`src/rtl/vec_issue_sequencer.sv`:
```
// vec_issue_sequencer
// Accepts one vector instruction at a time from the scalar core and issues
// beats to the vector datapath.
// - Each beat covers LANE_BITS of data, so it holds
//   EPB = LANE_BITS / SEW elements.
// - A beat advances every cycle for compute ops.
// - A beat advances only on mem_ack for memory ops.
//
// Ports:
//   clk         rising-edge clock
//   reset       synchronous, active-low reset
//   inst_valid  instruction offered
//   inst_ready  sequencer idle, can accept
//   is_vec      decoder says legal vector op
//   is_cfg      vsetvl-class op
//   is_mem      vector load/store
//   vl          active vector length
//   sew         element width code
//   flush       abort running instruction
//   mem_ack     memory unit took the current beat
//   exec_valid  current beat valid
//   elem_idx    first element index of current beat
//   lane_en     per-element-slot enable of current beat
//   busy        state is not IDLE
//   done        one-cycle completion pulse
//   illegal     one-cycle rejection pulse
module vec_issue_sequencer #(
  parameter int VL_W      = 13,
  parameter int LANE_BITS = 64
) (
  input  logic            clk,
  input  logic            reset,
  input  logic            inst_valid,
  output logic            inst_ready,
  input  logic            is_vec,
  input  logic            is_cfg,
  input  logic            is_mem,
  input  logic [VL_W-1:0] vl,
  input  logic [2:0]      sew,
  input  logic            flush,
  input  logic            mem_ack,
  output logic            exec_valid,
  output logic [VL_W-1:0] elem_idx,
  output logic [7:0]      lane_en,
  output logic            busy,
  output logic            done,
  output logic            illegal
);

  typedef enum logic [1:0] {S_IDLE, S_EXEC, S_DONE} state_t;

  state_t          state_q, state_d;
  logic            is_mem_q;
  logic [VL_W-1:0] vl_q;
  logic [VL_W-1:0] epb_q;
  logic            exec_valid_q, exec_valid_d;
  logic [VL_W-1:0] elem_idx_q, elem_idx_d;
  logic [7:0]      lane_en_q, lane_en_d;
  logic            done_q, done_d;
  logic            illegal_q, illegal_d;

  // Elements per beat for a SEW code (the reserved codes never reach here).
  function automatic logic [VL_W-1:0] epb_of(input logic [1:0] code);
    case (code)
      2'd0:    epb_of = VL_W'(LANE_BITS / 8);
      2'd1:    epb_of = VL_W'(LANE_BITS / 16);
      2'd2:    epb_of = VL_W'(LANE_BITS / 32);
      default: epb_of = VL_W'(LANE_BITS / 64);
    endcase
  endfunction

  logic            accept;
  logic            bad_inst;
  logic            no_beats;
  logic [VL_W-1:0] epb_in;
  logic [VL_W-1:0] remain;
  logic [VL_W-1:0] remain_next;
  logic            last_beat;
  logic            advance;
  logic [VL_W-1:0] lane_cnt;
  logic [7:0]      lane_mask;

  assign accept      = inst_valid && (state_q == S_IDLE);
  assign bad_inst    = !is_vec || sew[2];
  assign no_beats    = is_cfg || (vl == '0);
  assign epb_in      = epb_of(sew[1:0]);
  assign remain      = vl_q - elem_idx_q;
  // Only meaningful when the current beat is not the last one.
  assign remain_next = remain - epb_q;
  assign last_beat   = (remain <= epb_q);
  assign advance     = (state_q == S_EXEC) && (!is_mem_q || mem_ack);

  // Number of enabled slots for the beat being loaded into the output
  // registers: the first beat on acceptance, otherwise the following beat.
  always_comb begin
    lane_cnt = '0;
    if (state_q == S_IDLE) begin
      lane_cnt = (vl < epb_in) ? vl : epb_in;
    end else begin
      lane_cnt = (remain_next < epb_q) ? remain_next : epb_q;
    end
  end

  // Slots at or above EPB are never enabled, because lane_cnt <= EPB.
  generate
    for (genvar gi = 0; gi < 8; gi++) begin : g_lane
      assign lane_mask[gi] = (VL_W'(gi) < lane_cnt);
    end
  endgenerate

  // State register, plus the registered outputs and the latched instruction.
  always_ff @(posedge clk) begin
    if (!reset) begin
      state_q      <= S_IDLE;
      is_mem_q     <= 1'b0;
      vl_q         <= '0;
      epb_q        <= '0;
      exec_valid_q <= 1'b0;
      elem_idx_q   <= '0;
      lane_en_q    <= '0;
      done_q       <= 1'b0;
      illegal_q    <= 1'b0;
    end else begin
      state_q      <= state_d;
      exec_valid_q <= exec_valid_d;
      elem_idx_q   <= elem_idx_d;
      lane_en_q    <= lane_en_d;
      done_q       <= done_d;
      illegal_q    <= illegal_d;
      if (accept) begin
        is_mem_q <= is_mem;
        vl_q     <= vl;
        epb_q    <= epb_in;
      end
    end
  end

  // Next-state logic.
  always_comb begin
    state_d = state_q;
    case (state_q)
      S_IDLE: begin
        if (accept && !bad_inst) begin
          state_d = no_beats ? S_DONE : S_EXEC;
        end
      end
      S_EXEC: begin
        // Flush takes priority over completing the final beat.
        if (flush) begin
          state_d = S_IDLE;
        end else if (advance && last_beat) begin
          state_d = S_DONE;
        end
      end
      default: state_d = S_IDLE;
    endcase
  end

  // Next values of the registered outputs.
  always_comb begin
    exec_valid_d = 1'b0;
    elem_idx_d   = '0;
    lane_en_d    = '0;
    done_d       = 1'b0;
    illegal_d    = 1'b0;
    case (state_q)
      S_IDLE: begin
        if (accept) begin
          if (bad_inst) begin
            illegal_d = 1'b1;
          end else if (no_beats) begin
            done_d = 1'b1;
          end else begin
            exec_valid_d = 1'b1;
            lane_en_d    = lane_mask;
          end
        end
      end
      S_EXEC: begin
        if (!flush) begin
          if (!advance) begin
            exec_valid_d = 1'b1;
            elem_idx_d   = elem_idx_q;
            lane_en_d    = lane_en_q;
          end else if (last_beat) begin
            done_d = 1'b1;
          end else begin
            exec_valid_d = 1'b1;
            elem_idx_d   = elem_idx_q + epb_q;
            lane_en_d    = lane_mask;
          end
        end
      end
      default: ;
    endcase
  end

  assign inst_ready = (state_q == S_IDLE);
  assign busy       = (state_q != S_IDLE);
  assign exec_valid = exec_valid_q;
  assign elem_idx   = elem_idx_q;
  assign lane_en    = lane_en_q;
  assign done       = done_q;
  assign illegal    = illegal_q;

endmodule

```
`config.mk`:
```
export PLATFORM = sky130hd
export DESIGN_NAME = vec_issue_sequencer
export DESIGN_NICKNAME = d
export VERILOG_FILES = /design/src/rtl/vec_issue_sequencer.sv
export SDC_FILE = /design/constraint.sdc
export NUM_CORES = 1
export LEC_CHECK = 0
export CORE_UTILIZATION = 49
export DETAILED_ROUTE_END_ITERATION = 8
export GPL_TIMING_DRIVEN = 0
export PLACE_DENSITY = 0.8
export SETUP_SLACK_MARGIN = 0.1
export SLEW_MARGIN = 20
export SYNTH_ARGS = -nofsm -noshare
export SYNTH_HDL_FRONTEND = slang
export SYNTH_SLANG_ARGS = --single-unit
```
`constraint.sdc`:
```
create_clock -name clk -period 4.1 [get_ports clk]
set_input_delay 0.82 -clock clk [delete_from_list [all_inputs] [get_ports clk]]
set_output_delay 0.82 -clock clk [all_outputs]
set_load 0.02 [all_outputs]
```
## Word-level counts from Yosys, hierarchy flattened

Cells that the tools add are included.

| operators by class | value |
|---|---|
| bitwise logic cells | 2 |
| $add $sub $neg | 3 |
| mux-type cells | 32 |
| magnitude comparators | 11 |
| eq/ne operators | 6 |
| reductions and logical operators | 17 |

Operators with widths:

| cell | count |
|---|---|
| 3-bit by 13-bit < comparator with 1-bit output, first input constant | 4 |
| 13-bit 2-to-1 mux | 4 |
| 8-bit 2-to-1 mux | 6 |
| 1-bit by 13-bit < comparator with 1-bit output, first input constant | 2 |
| 13-bit < comparator | 2 |
| 2-bit by 13-bit < comparator with 1-bit output, first input constant | 2 |
| 13-bit subtractor | 2 |
| 8-bit one-hot mux with 2 select lines | 1 |
| 13-bit adder | 1 |
| 13-bit less-or-equal comparator | 1 |
| 13-bit zero test | 1 |
| 1-bit 2-to-1 mux | 13 |
| 4-bit one-hot mux with 3 select lines | 1 |
| 2-bit 2-to-1 mux | 4 |
| 2-bit by 1-bit equality test with 1-bit output, second input constant | 2 |
| 1-bit logical AND | 4 |
| 2-bit zero test | 2 |
| 1-bit one-hot mux with 2 select lines | 2 |
| 2-bit one-hot mux with 2 select lines | 1 |
| 1-bit zero test | 3 |
| 1-bit logical OR | 3 |
| 3-bit by 2-bit != test with 1-bit output, second input constant | 1 |
| 3-bit != test, second input constant | 1 |
| 3-bit AND reduction | 1 |
| 6 further kinds | 7 |

| word-level totals | value |
|---|---|
| logic and storage cells | 80 |
| flip-flop bits (word level) | 53 |

## Logic depth before layout (Yosys ltp)

Gate-level depths: netlist of the first run.

| logic depth | value |
|---|---|
| word-level depth | 10 |
| mapped depth | 19 |
| mapped depth without buffers | 19 |

## Least setup slack after synthesis of the first run

No wires, ideal clock.

| path | value |
|---|---|
| path kind | register to register |
| from | register elem_idx_q[0], in the netlist elem_idx[0] |
| to | register lane_en_q[5], in the netlist lane_en[5] |
| slack | 0.106 ns |
| cell stages (with the launch flop) | 18 |
| buffers on the path | 0 |
| data arrival time | 3.877 ns |
| library setup time | 0.117 ns |
| data required time | 3.983 ns |
| cells stage by stage | dfxtp_1 -> ha_1 -> fa_1 -> inv_1 -> ha_1 -> nor2b_1 -> o21ai_0 -> and3_1 -> nor2_1 -> ha_1 -> o21ai_0 -> nand2b_1 -> a31o_2 -> or4_4 -> mux2i_1 -> a21o_2 -> a21o_1 -> a32o_1 |

| on the way | value |
|---|---|
| word-level cells in the longest chain between the ends | 10 |
| elaborated cells on any way between the ends | 14 |

Ends and longest elaborated chain:

| what | RTL line | source |
|---|---|---|
| from (decl) | 57 | `logic [VL_W-1:0] elem_idx_q, elem_idx_d;` |
| from (signal assigned) | 126 | `elem_idx_q <= elem_idx_d;` |
| 13-bit subtractor (*) | 87 | `assign remain = vl_q - elem_idx_q;` |
| 13-bit subtractor | 89 | `assign remain_next = remain - epb_q;` |
| 13-bit < comparator | 100 | `lane_cnt = (remain_next < epb_q) ? remain_next : epb_q;` |
| 13-bit 2-to-1 mux | 100 |  |
| 13-bit 2-to-1 mux | 97 | `if (state_q == S_IDLE) begin` |
| 3-bit by 13-bit < comparator with 1-bit output | 107 | `assign lane_mask[gi] = (VL_W'(gi) < lane_cnt);` |
| 8-bit 2-to-1 mux (on tied branches) | 185, 171 |  |
| 8-bit 2-to-1 mux (on tied branches) | 181, 169 |  |
| 8-bit 2-to-1 mux (on tied branches) | 180, 168 |  |
| 8-bit one-hot mux with 2 select lines (*) | 166 | `case (state_q)` |
| to (signal assigned) | 127 | `lane_en_q <= lane_en_d;` |
| to (decl) | 58 | `logic [7:0] lane_en_q, lane_en_d;` |

Every way passes the cells marked *; elsewhere a longest branch is shown, timed or not. The select of a mux whose other input is x is not followed.
A chain may end at the register's enable or synchronous reset.

## Worst setup path after layout of the first run

| path | value |
|---|---|
| from | register vl_q[0] |
| to | register lane_en_q[5], in the netlist lane_en[5] |

| on the way | value |
|---|---|
| word-level cells in the longest chain between the ends | 10 |
| elaborated cells on any way between the ends | 14 |

Ends and longest elaborated chain:

| what | RTL line | source |
|---|---|---|
| from (decl) | 54 | `logic [VL_W-1:0] vl_q;` |
| from (signal assigned) | 132 | `vl_q <= vl;` |
| 13-bit subtractor (*) | 87 |  |
| 13-bit subtractor | 89 |  |
| 13-bit < comparator | 100 |  |
| 13-bit 2-to-1 mux | 100 |  |
| 13-bit 2-to-1 mux | 97 |  |
| 3-bit by 13-bit < comparator with 1-bit output | 107 |  |
| 8-bit 2-to-1 mux (on tied branches) | 185, 171 |  |
| 8-bit 2-to-1 mux (on tied branches) | 181, 169 |  |
| 8-bit 2-to-1 mux (on tied branches) | 180, 168 |  |
| 8-bit one-hot mux with 2 select lines (*) | 166 |  |

Marks and branches as above.

==> results.sh, run 1 <==
export IMPL_outcome="finished clean"
export IMPL_power_internal_w=0.000830
export IMPL_wl_met1_um=3870
export IMPL_dp_hpwl_um=6330
export IMPL_drt_iter0_drc=145
export IMPL_syn_instance_count=401
export IMPL_holdBufCountCts=0
export IMPL_grt_max_degree=15
export IMPL_drt_pass1_iter_count=5
export IMPL_r2r_start="vl_q[0]$_SDFFE_PN0P_"
export IMPL_route_met2_wl_um=4190
export IMPL_clock_sinks=44
export IMPL_fin_skew_ns=0.0125
export IMPL_synth_area_per_cell_um2=7.84
export IMPL_synthDominantCellAreaShare_pct=28.0
export IMPL_numCtsBuffers=5
export IMPL_startpoint_type="flop"
export IMPL_route_detailed_drc=0
export IMPL_wire_per_inst_um=15.7
export IMPL_period_share_pct=99.3
export IMPL_final_common_cell="nand2_1"
export IMPL_tightestPinTransition_ns=0.855
export IMPL_cts_max_level=2
export IMPL_fp_row_count=28
export IMPL_period_minus_slack_ns=4.07
export IMPL_switching_share_pct=31.7
export IMPL_crit_type="reg -> reg"
export IMPL_place_inst=525
export IMPL_topRoutingLayerUsed="met4"
export IMPL_die_area_um2=6740
export IMPL_root_buffer="clkbuf_8"
export IMPL_synthArstFlopShare_pct=0
export IMPL_clkLatencyLatePin_ns=0.30
export IMPL_post_synth_top_area_cell="dfxtp_1"
export IMPL_synth_edf_count=0
export IMPL_clkPwrFrac_pct=29.3
export IMPL_peakVddDrop_v=0.000250
export IMPL_dp_slack_ns=-0.209
export IMPL_max_cap_viol_count=0
export IMPL_comb_power_share_pct=33.8
export IMPL_wirelength_um=8640
export IMPL_io_pins=50
export IMPL_synth_seq_cells=44
export IMPL_worstSetupEndpointType="flop"
export IMPL_synth_area_leaders="dfxtp_1, ha_1, nand2_1, a21oi_1, xnor2_1"
export IMPL_yosysUniqueCellTypes=65
export IMPL_cts_tree="done"
export IMPL_relSlewSlack_pct=42.5
export IMPL_seq_power_share_pct=37.0
export IMPL_max_freq_mhz=246
export IMPL_die_h_um=82.1
export IMPL_drive_gt1_share_pct=13.8
export IMPL_r2r_end="lane_en[5]$_SDFFE_PN0P_"
export IMPL_rrSetupSlack_ns=0.03
export IMPL_antenna_found_initial=0
export IMPL_crit_end="lane_en[5]$_SDFFE_PN0P_"
export IMPL_p_switching_w=0.000385
export IMPL_rr_worst_depth=18
export IMPL_crit_required_ns=4.30
export IMPL_gp_congestion=0.875
export IMPL_instances_no_fill=552
export IMPL_maxSlewViolCount=0
export IMPL_setup_slack_ns=0.0302
export IMPL_drt_antenna_violating_nets=0
export IMPL_syn_to_final_growth_pct=32.3
export IMPL_holdWs_ns=0.446
export IMPL_seq_area_frac_synth_pct=28.0
export IMPL_groute_usage_overall_pct=27.1
export IMPL_finalHoldViolCount=0
export IMPL_arrival_ns=4.27
export IMPL_cp_max_fo=4
export IMPL_powerDensity_nw_per_um2=292
export IMPL_syn_area_um2=3150
export IMPL_synth_flop_cell="dfxtp_1"
export IMPL_core_area_um2=6060
export IMPL_clkTransAtPathRegs_ns=0.08
export IMPL_holdPathStages=2
export IMPL_crit_start="vl_q[0]$_SDFFE_PN0P_"
export IMPL_p_total_w=0.00122
export IMPL_rsz0062_at_grt="yes"
export IMPL_fin_nets=530
export IMPL_grt_overflow_total=0
export IMPL_diodes=0
export IMPL_vias=3133
export IMPL_grt_pass1_wl_um=13800
export IMPL_synth_fp_nets=455
export IMPL_avgViaCountPerCell=5.68
export IMPL_fin_util_pct=68.6
export IMPL_mostFrequentLayoutCells="nand2_1, clkdlybuf4s50_1, dfxtp_1"
export IMPL_hp_class="reg -> reg"
export IMPL_ys_warnings_count=0
export IMPL_setup_viol=0
export IMPL_dr_wl_met3_um=433
export IMPL_fp_dieW_um=82.1
export IMPL_io_buffer_count=49
export IMPL_p_leak_nw=1.62
export IMPL_start_util_pct=51.9
export IMPL_cts_buffer_depth=2
export IMPL_grt_pass1_vias=2977
[registers in the layout, indices dropped and copies added, names as in the netlist]
name / cells
elem_idx: 13
vl_q: 13
lane_en: 8
epb_q: 4
state_q: 2
done: 1
exec_valid: 1
illegal: 1
is_mem_q: 1
[synthesized netlist by cell type (all sizes together) (3+ instances only)]
cell type / instances
a21oi: 38
mux2i: 4
or4: 3
nand3: 11
a31oi: 5
a21o: 8
nand2: 53
dfxtp: 44
nor3: 6
ha: 27
or2: 3
nand2b: 7
xnor2: 17
inv: 31
nor3b: 4
a211oi: 4
nor4: 4
clkbuf: 9
o21ai: 14
o41ai: 3
nor2b: 9
and2: 4
o211ai: 3
nor2: 38
xor2: 4
fa: 3
and3: 3
[through the flow]
step                      area [µm²]  TNS, ns
after CTS                       4050        0
after global routing            4160   -0.208
after detailed placement        3730   -0.910
final                           4160        0
after global placement          3730   -0.362
after floorplan                 3150        0
[worst max-delay path, cell delays in order, from the launching register on]
cell and delay (ns):
dfxtp_2 0.34, inv_2 0.05, ha_4 0.16, fa_2 0.56
inv_2 0.06, ha_4 0.21, nor2b_4 0.13, o21ai_4 0.17
and3_4 0.22, nor2_4 0.04, ha_1 0.26, o21ai_1 0.07
nand2b_1 0.13, buf_6 0.15, a311oi_4 0.23, or4b_4 0.54
a31o_1 0.29, a21o_1 0.17, a32o_1 0.21
[cells by family (layout without fill, tap and decap cells)]
kind of cell | Yosys count | count (layout) | synth area share [%]
flip-flops | 44 | 44 | 28.0
XOR/XNOR | 21 | 21 | 5.85
adder cells (fa/ha/maj) | 30 | 30 | 12.6
buffers and inverters | 42 | 118 | 5.25
multiplexers | 5 | 5 | 1.63
AO/OA/AOI/OAI | 102 | 102 | 22.2
AND/OR/NAND/NOR | 157 | 157 | 24.5
[how the worst min path moves through the flow]
stage	from	endpoint
3_5_place_dp	lane_en[2]$_SDFFE_PN0P_	lane_en[2]$_SDFFE_PN0P_
4_1_cts	lane_en[2]$_SDFFE_PN0P_	lane_en[2]$_SDFFE_PN0P_
3_3_place_gp	lane_en[2]$_SDFFE_PN0P_	lane_en[2]$_SDFFE_PN0P_
6_report	lane_en[2]$_SDFFE_PN0P_	lane_en[2]$_SDFFE_PN0P_
2_1_floorplan	vl_q[0]$_SDFFE_PN0P_	vl_q[0]$_SDFFE_PN0P_
5_1_grt	lane_en[0]$_SDFFE_PN0P_	lane_en[0]$_SDFFE_PN0P_
[routing by layer]
layer | track usage (%) | vias up
met2 | 45.7 | 84
met4 | 8.77 | 0
met5 | 0 | -
li1 | - | 1575
met3 | 4.95 | 15
met1 | 34.8 | 1459
[layout make-up]
type,count,area [µm²]
inverter,32,120
buffer,10,45.0
tap,75,93.8
clock buffer,6,82.6
fill,493,1900
clock inverter,2,38.8
sequential,44,890
multi-input combinational,315,2250
timing repair buffer,68,637
[power groups by stage]
stage                     registers (W)  logic (W)  clock network, W
after floorplan                0.000458   0.000213                 0
after global placement         0.000459   0.000293                 0
after detailed placement       0.000460   0.000301                 0
after CTS                      0.000448   0.000366          0.000359
after global routing           0.000450   0.000447          0.000381
final                          0.000449   0.000410          0.000356
[what timing repair did]
| item | 4_1_cts | 5_1_grt |
|---|---|---|
| setup buffers | 16 | 3 |
| pin swaps | 12 | 10 |
| gates resized for setup | 23 | 15 |
| hold endpoints to repair | 0 | 0 |
| setup endpoints to repair | 8 | 8 |
Note: power is estimated with default switching activity, not from simulation.
==> run 2: changes to the inputs <==
- CTS_CLUSTER_SIZE: unset -> 40
- SLEW_MARGIN: 20 -> 0
==> results of run 2 <==
The final DEF is identical to that of run 1; final timing and power are the same.
==> run 3: changes to the inputs <==
- SETUP_SLACK_MARGIN: 0.1 -> 0.3
- SLEW_MARGIN: 0 -> unset
==> results.sh, run 3 (synthesis gave the netlist of run 1 again) <==
export IMPL_outcome="finished clean"
export IMPL_antenna_found_initial=0
export IMPL_hp_class="reg -> reg"
export IMPL_wire_per_inst_um=15.5
export IMPL_wirelength_um=8500
export IMPL_final_common_cell="nand2_1"
export IMPL_io_buffer_count=49
export IMPL_grt_pass1_vias=2904
export IMPL_crit_start="elem_idx[0]$_SDFFE_PP0P_"
export IMPL_avgViaCountPerCell=5.71
export IMPL_rrSetupSlack_ns=0.13
export IMPL_fin_util_pct=68.4
export IMPL_drive_gt1_share_pct=14.3
export IMPL_r2r_start="elem_idx[0]$_SDFFE_PP0P_"
export IMPL_startpoint_type="flop"
export IMPL_holdBufCountCts=0
export IMPL_finalHoldViolCount=0
export IMPL_p_leak_nw=1.63
export IMPL_max_freq_mhz=252
export IMPL_route_detailed_drc=0
export IMPL_grt_pass1_wl_um=13500
export IMPL_fin_nets=527
export IMPL_core_area_um2=6060
export IMPL_clock_sinks=44
export IMPL_final_cell_area_um2=4150
export IMPL_clkLatencyLatePin_ns=0.30
export IMPL_cts_max_level=2
export IMPL_setup_viol=0
export IMPL_numCtsBuffers=5
export IMPL_vias=3134
export IMPL_post_dp_cell_area_um2=3750
export IMPL_dp_hpwl_um=6420
export IMPL_root_buffer="clkbuf_8"
export IMPL_crit_required_ns=4.29
export IMPL_cp_max_fo=4
export IMPL_cts_buffer_depth=2
export IMPL_crit_type="reg -> reg"
export IMPL_fp_dieW_um=82.1
export IMPL_groute_usage_overall_pct=26.2
export IMPL_gp_congestion=0.882
export IMPL_clkTransAtPathRegs_ns=0.08
export IMPL_arrival_ns=4.15
export IMPL_diodes=0
export IMPL_drt_antenna_violating_nets=0
export IMPL_mostFrequentLayoutCells="nand2_1, clkdlybuf4s50_1, dfxtp_1"
export IMPL_grt_overflow_total=0
export IMPL_fp_row_count=28
export IMPL_die_area_um2=6740
export IMPL_grt_max_degree=15
export IMPL_maxSlewViolCount=0
export IMPL_period_minus_slack_ns=3.97
export IMPL_drt_iter0_drc=125
export IMPL_hold_path_startpoint="lane_en[2]$_SDFFE_PN0P_"
export IMPL_die_h_um=82.1
export IMPL_io_pins=50
export IMPL_relSlewSlack_pct=46.0
export IMPL_max_cap_viol_count=0
export IMPL_start_util_pct=51.9
export IMPL_powerDensity_nw_per_um2=272
export IMPL_syn_to_final_growth_pct=31.8
export IMPL_peakVddDrop_v=0.000194
export IMPL_fin_skew_ns=0.0129
export IMPL_tightestPinTransition_ns=0.803
export IMPL_period_share_pct=96.8
export IMPL_worstSetupEndpointType="flop"
export IMPL_drt_pass1_iter_count=4
export IMPL_cts_tree="done"
export IMPL_rsz0062_at_grt="yes"
## run 3: worst max-delay path, stage by stage (launching register included)
cell and delay [ns]:
dfxtp_4 0.37, ha_4 0.18, fa_2 0.56, inv_2 0.05, ha_4 0.21, nor2b_4 0.13, o21ai_4 0.19, and3_4 0.23
nor2_4 0.05, ha_4 0.20, o21ai_1 0.06, nand2b_1 0.11, a31o_2 0.25, or4_4 0.46, mux2i_4 0.22, a21o_2 0.22
a21o_1 0.15, a32o_1 0.24
## run 3: layout make-up
type	count	area, µm²
plain buffers	10	45.0
flip-flops and latches	44	890
multi-input cells	315	2280
fillers	488	1920
clock inverters	2	12.5
repair buffers	65	611
inverters	32	120
clock buffers	6	93.8
well taps	75	93.8
## run 3: worst paths after layout
kind | to | depth (start not counted)
max | lane_en[5]$_SDFFE_PN0P_ | 17
min | lane_en[2]$_SDFFE_PN0P_ | 2
max reg2reg | lane_en[5]$_SDFFE_PN0P_ | 17
min reg2reg | lane_en[2]$_SDFFE_PN0P_ | 2
## run 3: power by group
group,total [W],switching [W],internal (W),leakage (nW)
sequential,0.000449,0.0000104,0.000438,0.360
clock,0.000306,0.000150,0.000156,0.0523
combinational,0.000374,0.000203,0.000171,1.22
## run 3: repair_timing
action / CTS / global route
pin swaps: 10 / 7
endpoints found under the setup margin: 8 / 8
setup buffers: 14 / 2
cloned: 0 / 0
hold endpoints to repair: 0 / 0
gates resized for setup: 25 / 13
## run 3: layer usage
metal	routed length (µm)	GRT usage, %
met1	3780	34.4
met2	4130	45.5
met3	500	3.63
met4	89	5.79
met5	0	0
## run 3: per-stage QoR
stage / setup TNS [ns] / setup slack (ns) / cells / power, W / hold slack (ns)
after floorplan: 0 / 0.277 / 401 / 0.000671 / 0.436
after global placement: -0.0104 / -0.0104 / 525 / 0.000749 / 0.442
after detailed placement: -0.0959 / -0.0440 / 525 / 0.000757 / 0.442
after CTS: 0 / 0.179 / 547 / 0.00111 / 0.463
after global routing: 0 / 0.00674 / 549 / 0.00118 / 0.486
final: 0 / 0.133 / 549 / 0.00113 / 0.463
